--- src/rtl/data_sync_launcher.sv ---
// data_sync_launcher: source-domain launcher for a multi-flop bus synchronizer.
// Holds a word on unsync_bus with bus_enable high for HOLD_CYCLES, then low
// for GAP_CYCLES (bus still held), so the destination side can catch the
// enable edge and sample a stable bus.
// Optional feature macro: DATA_LAUNCH_PENDING_EN adds a one-entry pending
// buffer so a new word can be accepted while the current one is in flight.
module data_sync_launcher #(
  parameter int BUS_WIDTH   = 8,
  parameter int HOLD_CYCLES = 4,
  parameter int GAP_CYCLES  = 4
) (
  input  logic                 CLK,
  input  logic                 RST,
  input  logic [BUS_WIDTH-1:0] in_data,
  input  logic                 in_valid,
  output logic                 in_ready,
  output logic [BUS_WIDTH-1:0] unsync_bus,
  output logic                 bus_enable,
  output logic                 busy,
  output logic [7:0]           tx_count
);

  localparam int MAX_CYC = (HOLD_CYCLES > GAP_CYCLES) ? HOLD_CYCLES : GAP_CYCLES;
  localparam int CNT_W   = (MAX_CYC <= 1) ? 1 : $clog2(MAX_CYC);
  localparam logic [CNT_W-1:0] CNT_ONE   = CNT_W'(1);
  localparam logic [CNT_W-1:0] HOLD_LOAD = CNT_W'(HOLD_CYCLES - 1);
  localparam logic [CNT_W-1:0] GAP_LOAD  = CNT_W'(GAP_CYCLES - 1);

  typedef enum logic [1:0] {
    IDLE = 2'd0,
    HOLD = 2'd1,
    GAP  = 2'd2
  } state_t;

  state_t               r_state;
  state_t               w_state_next;
  logic [CNT_W-1:0]     r_cnt;
  logic [CNT_W-1:0]     w_cnt_next;
  logic [BUS_WIDTH-1:0] r_bus;
  logic [BUS_WIDTH-1:0] w_bus_next;
  logic                 r_en;
  logic                 w_en_next;
  logic [7:0]           r_tx;
  logic [7:0]           w_tx_next;
  logic                 w_accept;
  logic                 w_launch;
  logic [BUS_WIDTH-1:0] w_launch_data;

`ifdef DATA_LAUNCH_PENDING_EN
  logic                 r_pend_valid;
  logic                 w_pend_valid_next;
  logic [BUS_WIDTH-1:0] r_pend_data;
  logic [BUS_WIDTH-1:0] w_pend_data_next;

  // The buffer is the only thing that can refuse a word.
  assign in_ready = !r_pend_valid;
  assign busy     = (r_state != IDLE) || r_pend_valid;
`else
  // Without a buffer, words are only taken while nothing is in flight.
  assign in_ready = (r_state == IDLE);
  assign busy     = (r_state != IDLE);
`endif

  assign w_accept   = in_valid & in_ready;
  assign unsync_bus = r_bus;
  assign bus_enable = r_en;
  assign tx_count   = r_tx;

  // Next-state logic: sequence HOLD/GAP timing and decide when a word launches.
  always_comb begin
    w_state_next  = r_state;
    w_cnt_next    = r_cnt;
    w_bus_next    = r_bus;
    w_en_next     = r_en;
    w_tx_next     = r_tx;
    w_launch      = 1'b0;
    w_launch_data = in_data;
`ifdef DATA_LAUNCH_PENDING_EN
    w_pend_valid_next = r_pend_valid;
    w_pend_data_next  = r_pend_data;
`endif
    case (r_state)
      IDLE: begin
        if (w_accept) w_launch = 1'b1;
      end
      HOLD: begin
        if (r_cnt == '0) begin
          w_state_next = GAP;
          w_en_next    = 1'b0;
          w_cnt_next   = GAP_LOAD;
        end else begin
          w_cnt_next = r_cnt - CNT_ONE;
        end
`ifdef DATA_LAUNCH_PENDING_EN
        if (w_accept) begin
          w_pend_valid_next = 1'b1;
          w_pend_data_next  = in_data;
        end
`endif
      end
      GAP: begin
        if (r_cnt == '0) begin
`ifdef DATA_LAUNCH_PENDING_EN
          // Buffered word has priority; otherwise a same-cycle word bypasses.
          if (r_pend_valid) begin
            w_launch          = 1'b1;
            w_launch_data     = r_pend_data;
            w_pend_valid_next = 1'b0;
          end else if (w_accept) begin
            w_launch = 1'b1;
          end else begin
            w_state_next = IDLE;
          end
`else
          w_state_next = IDLE;
`endif
        end else begin
          w_cnt_next = r_cnt - CNT_ONE;
`ifdef DATA_LAUNCH_PENDING_EN
          if (w_accept) begin
            w_pend_valid_next = 1'b1;
            w_pend_data_next  = in_data;
          end
`endif
        end
      end
      default: begin
        w_state_next = IDLE;
      end
    endcase
    if (w_launch) begin
      w_state_next = HOLD;
      w_bus_next   = w_launch_data;
      w_en_next    = 1'b1;
      w_cnt_next   = HOLD_LOAD;
      w_tx_next    = r_tx + 8'd1;
    end
  end

  // State registers; reset drops bus_enable immediately and abandons any word.
  always_ff @(posedge CLK or negedge RST) begin
    if (!RST) begin
      r_state <= IDLE;
      r_cnt   <= '0;
      r_bus   <= '0;
      r_en    <= 1'b0;
      r_tx    <= 8'd0;
`ifdef DATA_LAUNCH_PENDING_EN
      r_pend_valid <= 1'b0;
      r_pend_data  <= '0;
`endif
    end else begin
      r_state <= w_state_next;
      r_cnt   <= w_cnt_next;
      r_bus   <= w_bus_next;
      r_en    <= w_en_next;
      r_tx    <= w_tx_next;
`ifdef DATA_LAUNCH_PENDING_EN
      r_pend_valid <= w_pend_valid_next;
      r_pend_data  <= w_pend_data_next;
`endif
    end
  end

endmodule

--- config.mk ---
export PLATFORM = sky130hd
export DESIGN_NAME = data_sync_launcher
export DESIGN_NICKNAME = d
export VERILOG_FILES = /design/src/rtl/data_sync_launcher.sv
export SDC_FILE = /design/constraint.sdc
export NUM_CORES = 1
export LEC_CHECK = 0
export BUFFER_PORTS_ARGS = -buffer_cell sky130_fd_sc_hd__buf_4
export CORE_MARGIN = 4
export CORE_UTILIZATION = 48
export CTS_CLUSTER_SIZE = 8
export DETAILED_ROUTE_END_ITERATION = 10
export PLACE_DENSITY = 0.78
export REMOVE_ABC_BUFFERS = 1
export SKIP_LAST_GASP = 1
export SLEW_MARGIN = 25
export SYNTH_ARGS = -nofsm -noshare
export SYNTH_HDL_FRONTEND = slang
export SYNTH_SLANG_ARGS = --single-unit
--- constraint.sdc ---
create_clock -name CLK -period 1.8 [get_ports CLK]
set_input_delay 0.36 -clock CLK [delete_from_list [all_inputs] [get_ports CLK]]
set_output_delay 0.36 -clock CLK [all_outputs]
set_load 0.01 [all_outputs]
==> results_dict.tcl <==
set metrics [dict create \
    clk_pin_slew_ns 0.11 \
    switching_share 0.3619 \
    finalWorstSetupSlack_ns 0.2330 \
    drc 0 \
    switchingPower_mw 0.7328 \
    pre_cts_ws_ns 0.3554 \
    synthFlopType "dfrtp_1" \
    postLayoutCoreUtil 0.6695 \
    synth_cell_types 21 \
    power.share.clock 0.107 \
    maxCapViolCount 0 \
    cts_sinks 21 \
    setup_viol 0 \
    clkLatencyLatePin_ns 0.30 \
    netlist_area_sq_um 929.6 \
    fillers 145 \
    peakVddDrop_uv 890.6 \
    finalPower_mw 2.025 \
    arrival_ns 1.21 \
    first_pass_iters 3 \
    worstMarginPinSlew_ns 0.3512 \
    fin_tns_setup_ns 0 \
    wire_per_inst_um 13.25 \
    gr-total-overflow 0 \
    ys_warn_count 0 \
    antenna_found_initial 0 \
    comb_power_share 0.459 \
    track_usage 0.1509 \
    cts_tree "yes" \
    cp-start-kind "flop" \
    hold_viol 0 \
    io_pins 30 \
    avgSynthCellArea_sq_um 12.73 \
    core_area_sq_um 1783 \
    slew-limit-headroom 0.7659 \
    p_per_area_nw_per_um2 1696 \
    cp_max_fo 10 \
    postRouteWirelength_mm 1.722 \
    synthArstFlopShare 1.000 \
    synth_cells 73 \
    cts-resized-gates 0 \
    numCtsBuffers 3 \
    vias_per_cell 5.054 \
    final.setup_skew_ns 0.002803 \
    die_h_um 52.01 \
    cts_buffer_depth 2 \
    rsz0062_at_grt "no" \
    gp_congestion 0.7559 \
    chipWidth_um 52.01 \
    yosys_register_bits 21 \
    slew_violations 0 \
    cp-end-kind "primary output" \
    fin_nets 119 \
    grt_pass1_wl_mm 2.967 \
    portBuffers 29 \
    synth_enable_flop_cells 0 \
    drt_iter0_drc 3 \
    period_share 0.8705 \
    h-tree-depth 1 \
    seq_area_frac_synth 0.5653 \
    min-delay-path-class "in -> reg" \
    path_class "reg -> out" \
    cp_data_required_time_ns 1.44 \
    syn2layout_area_growth_pct 28.40 \
    initial_core_util 0.5214 \
    grt_max_degree 22 \
    status "completed" \
    hold_depth 2 \
    worstRegToRegCells 3 \
    place_hpwl_mm 1.372 \
    p_leak_nw 0.5650 \
    rows 15 \
    cts-root-buf "clkbuf_4" \
    drive_above_1_share 0.4381 \
    fmax_mhz 638.2 \
    p_seq_frac 0.434 \
    diodes 0 \
    final_antenna_net_count 0 \
    vias 657 \
    die_area_sq_um 2705 \
    power.internal_mw 1.292 \
    fin_crit_ns 1.567 \
    grt_pass1_vias 716 \
]
[stage by stage]
stage	hold slack [ns]	area, sq um	std cells
final	0.2820	1194	130
after global placement	0.2528	1156	125
after detailed placement	0.2556	1156	125
after floorplan	0.06441	899.6	70
after global routing	0.2714	1194	130
after CTS	0.2754	1194	130
[power groups by stage]
stage | Sequential, mW | Clock, mW | Combinational, mW
2_1_floorplan | 0.929 | 0 | 0.459
3_3_place_gp | 0.872 | 0 | 0.903
3_5_place_dp | 0.891 | 0 | 0.944
4_1_cts | 0.883 | 0.227 | 0.948
5_1_grt | 0.912 | 0.248 | 1.03
6_report | 0.879 | 0.217 | 0.929
[critical path: stages, from the launching register on]
cell	delay [ns]
dfrtp_1	0.52
nor2_1	0.19
inv_1	0.06
buf_4	0.14
[state kept, by name, indices dropped and copies added, names as in the netlist]
signal / cells
bus_enable: 1
r_cnt: 2
r_state: 2
tx_count: 8
unsync_bus: 8
[final timing paths]
kind | startpoint | endpoint | slack (ns)
min reg2reg | tx_count[7] | tx_count[7] | 0.47
max in group asynchronous | RST | unsync_bus[2] | 1.13
max | r_state[1] | busy | 0.23
min in group asynchronous | RST | tx_count[6] | 0.46
min | in_data[6] | unsync_bus[6] | 0.28
max reg2reg | r_state[1] | unsync_bus[1] | 0.34
[layout by cell type, fill, tap and decap left out, types with 2 or more instances in the layout]
cell	count
buf_4	30
dfrtp_1	21
mux2_2	9
xnor2_1	7
inv_1	5
nand2_1	4
nand4_1	4
o21ai_0	4
nor2_1	3
clkbuf_4	3
and3_1	2
ha_1	2
[logic make-up (layout without fill, tap and decap cells)]
kind of cell | count (synthesis) | after routing | share of synthesized area
DFF | 21 | 21 | 0.5653
buffers and inverters | 8 | 40 | 0.05249
adders and majority gates | 2 | 2 | 0.02691
AOI/OAI and AO/OA | 8 | 8 | 0.05787
muxes | 10 | 10 | 0.1198
and+or+nand+nor | 16 | 16 | 0.1023
xor gates and xnor gates | 8 | 8 | 0.07537
[final cells by class]
type | count | area (sq um) | share of cell area
repair buffers | 31 | 235.2 | 0.1971
multi-input cells | 44 | 355.3 | 0.2977
clock buffers | 3 | 22.52 | 0.01887
flip-flops and latches | 21 | 525.5 | 0.4403
clock inverters | 1 | 5.005 | 0.004193
well taps | 25 | 31.28 | 0.02621
inverters | 5 | 18.77 | 0.01572
[cell usage after synthesis, types with 2 or more instances]
library cell  count  area (sq um)
nand4_1           4         25.02
and3_1            2         12.51
nand2_1           4         15.01
xnor2_1           7         61.31
dfrtp_1          21         525.5
buf_6             2         22.52
ha_1              2         25.02
inv_1             5         18.77
mux2_2            9         101.4
o21ai_0           4         20.02
nor2_1            3         11.26
[metal layers]
layer | GRT usage | vias up | wire length, um
met2 | 0.2762 | 16 | 958
met4 | 0.07860 | 0 | 34
met1 | 0.1560 | 320 | 638
met3 | 0.03725 | 4 | 91
li1 | - | 317 | -
met5 | 0 | - | 0
[timing repair]
item	in CTS	in global routing
endpoints found under the setup margin	0	0
endpoints found under the hold margin	21	0
hold buffers	1	0
buffers inserted	0	0
Note: power is estimated with default switching activity, not from simulation.
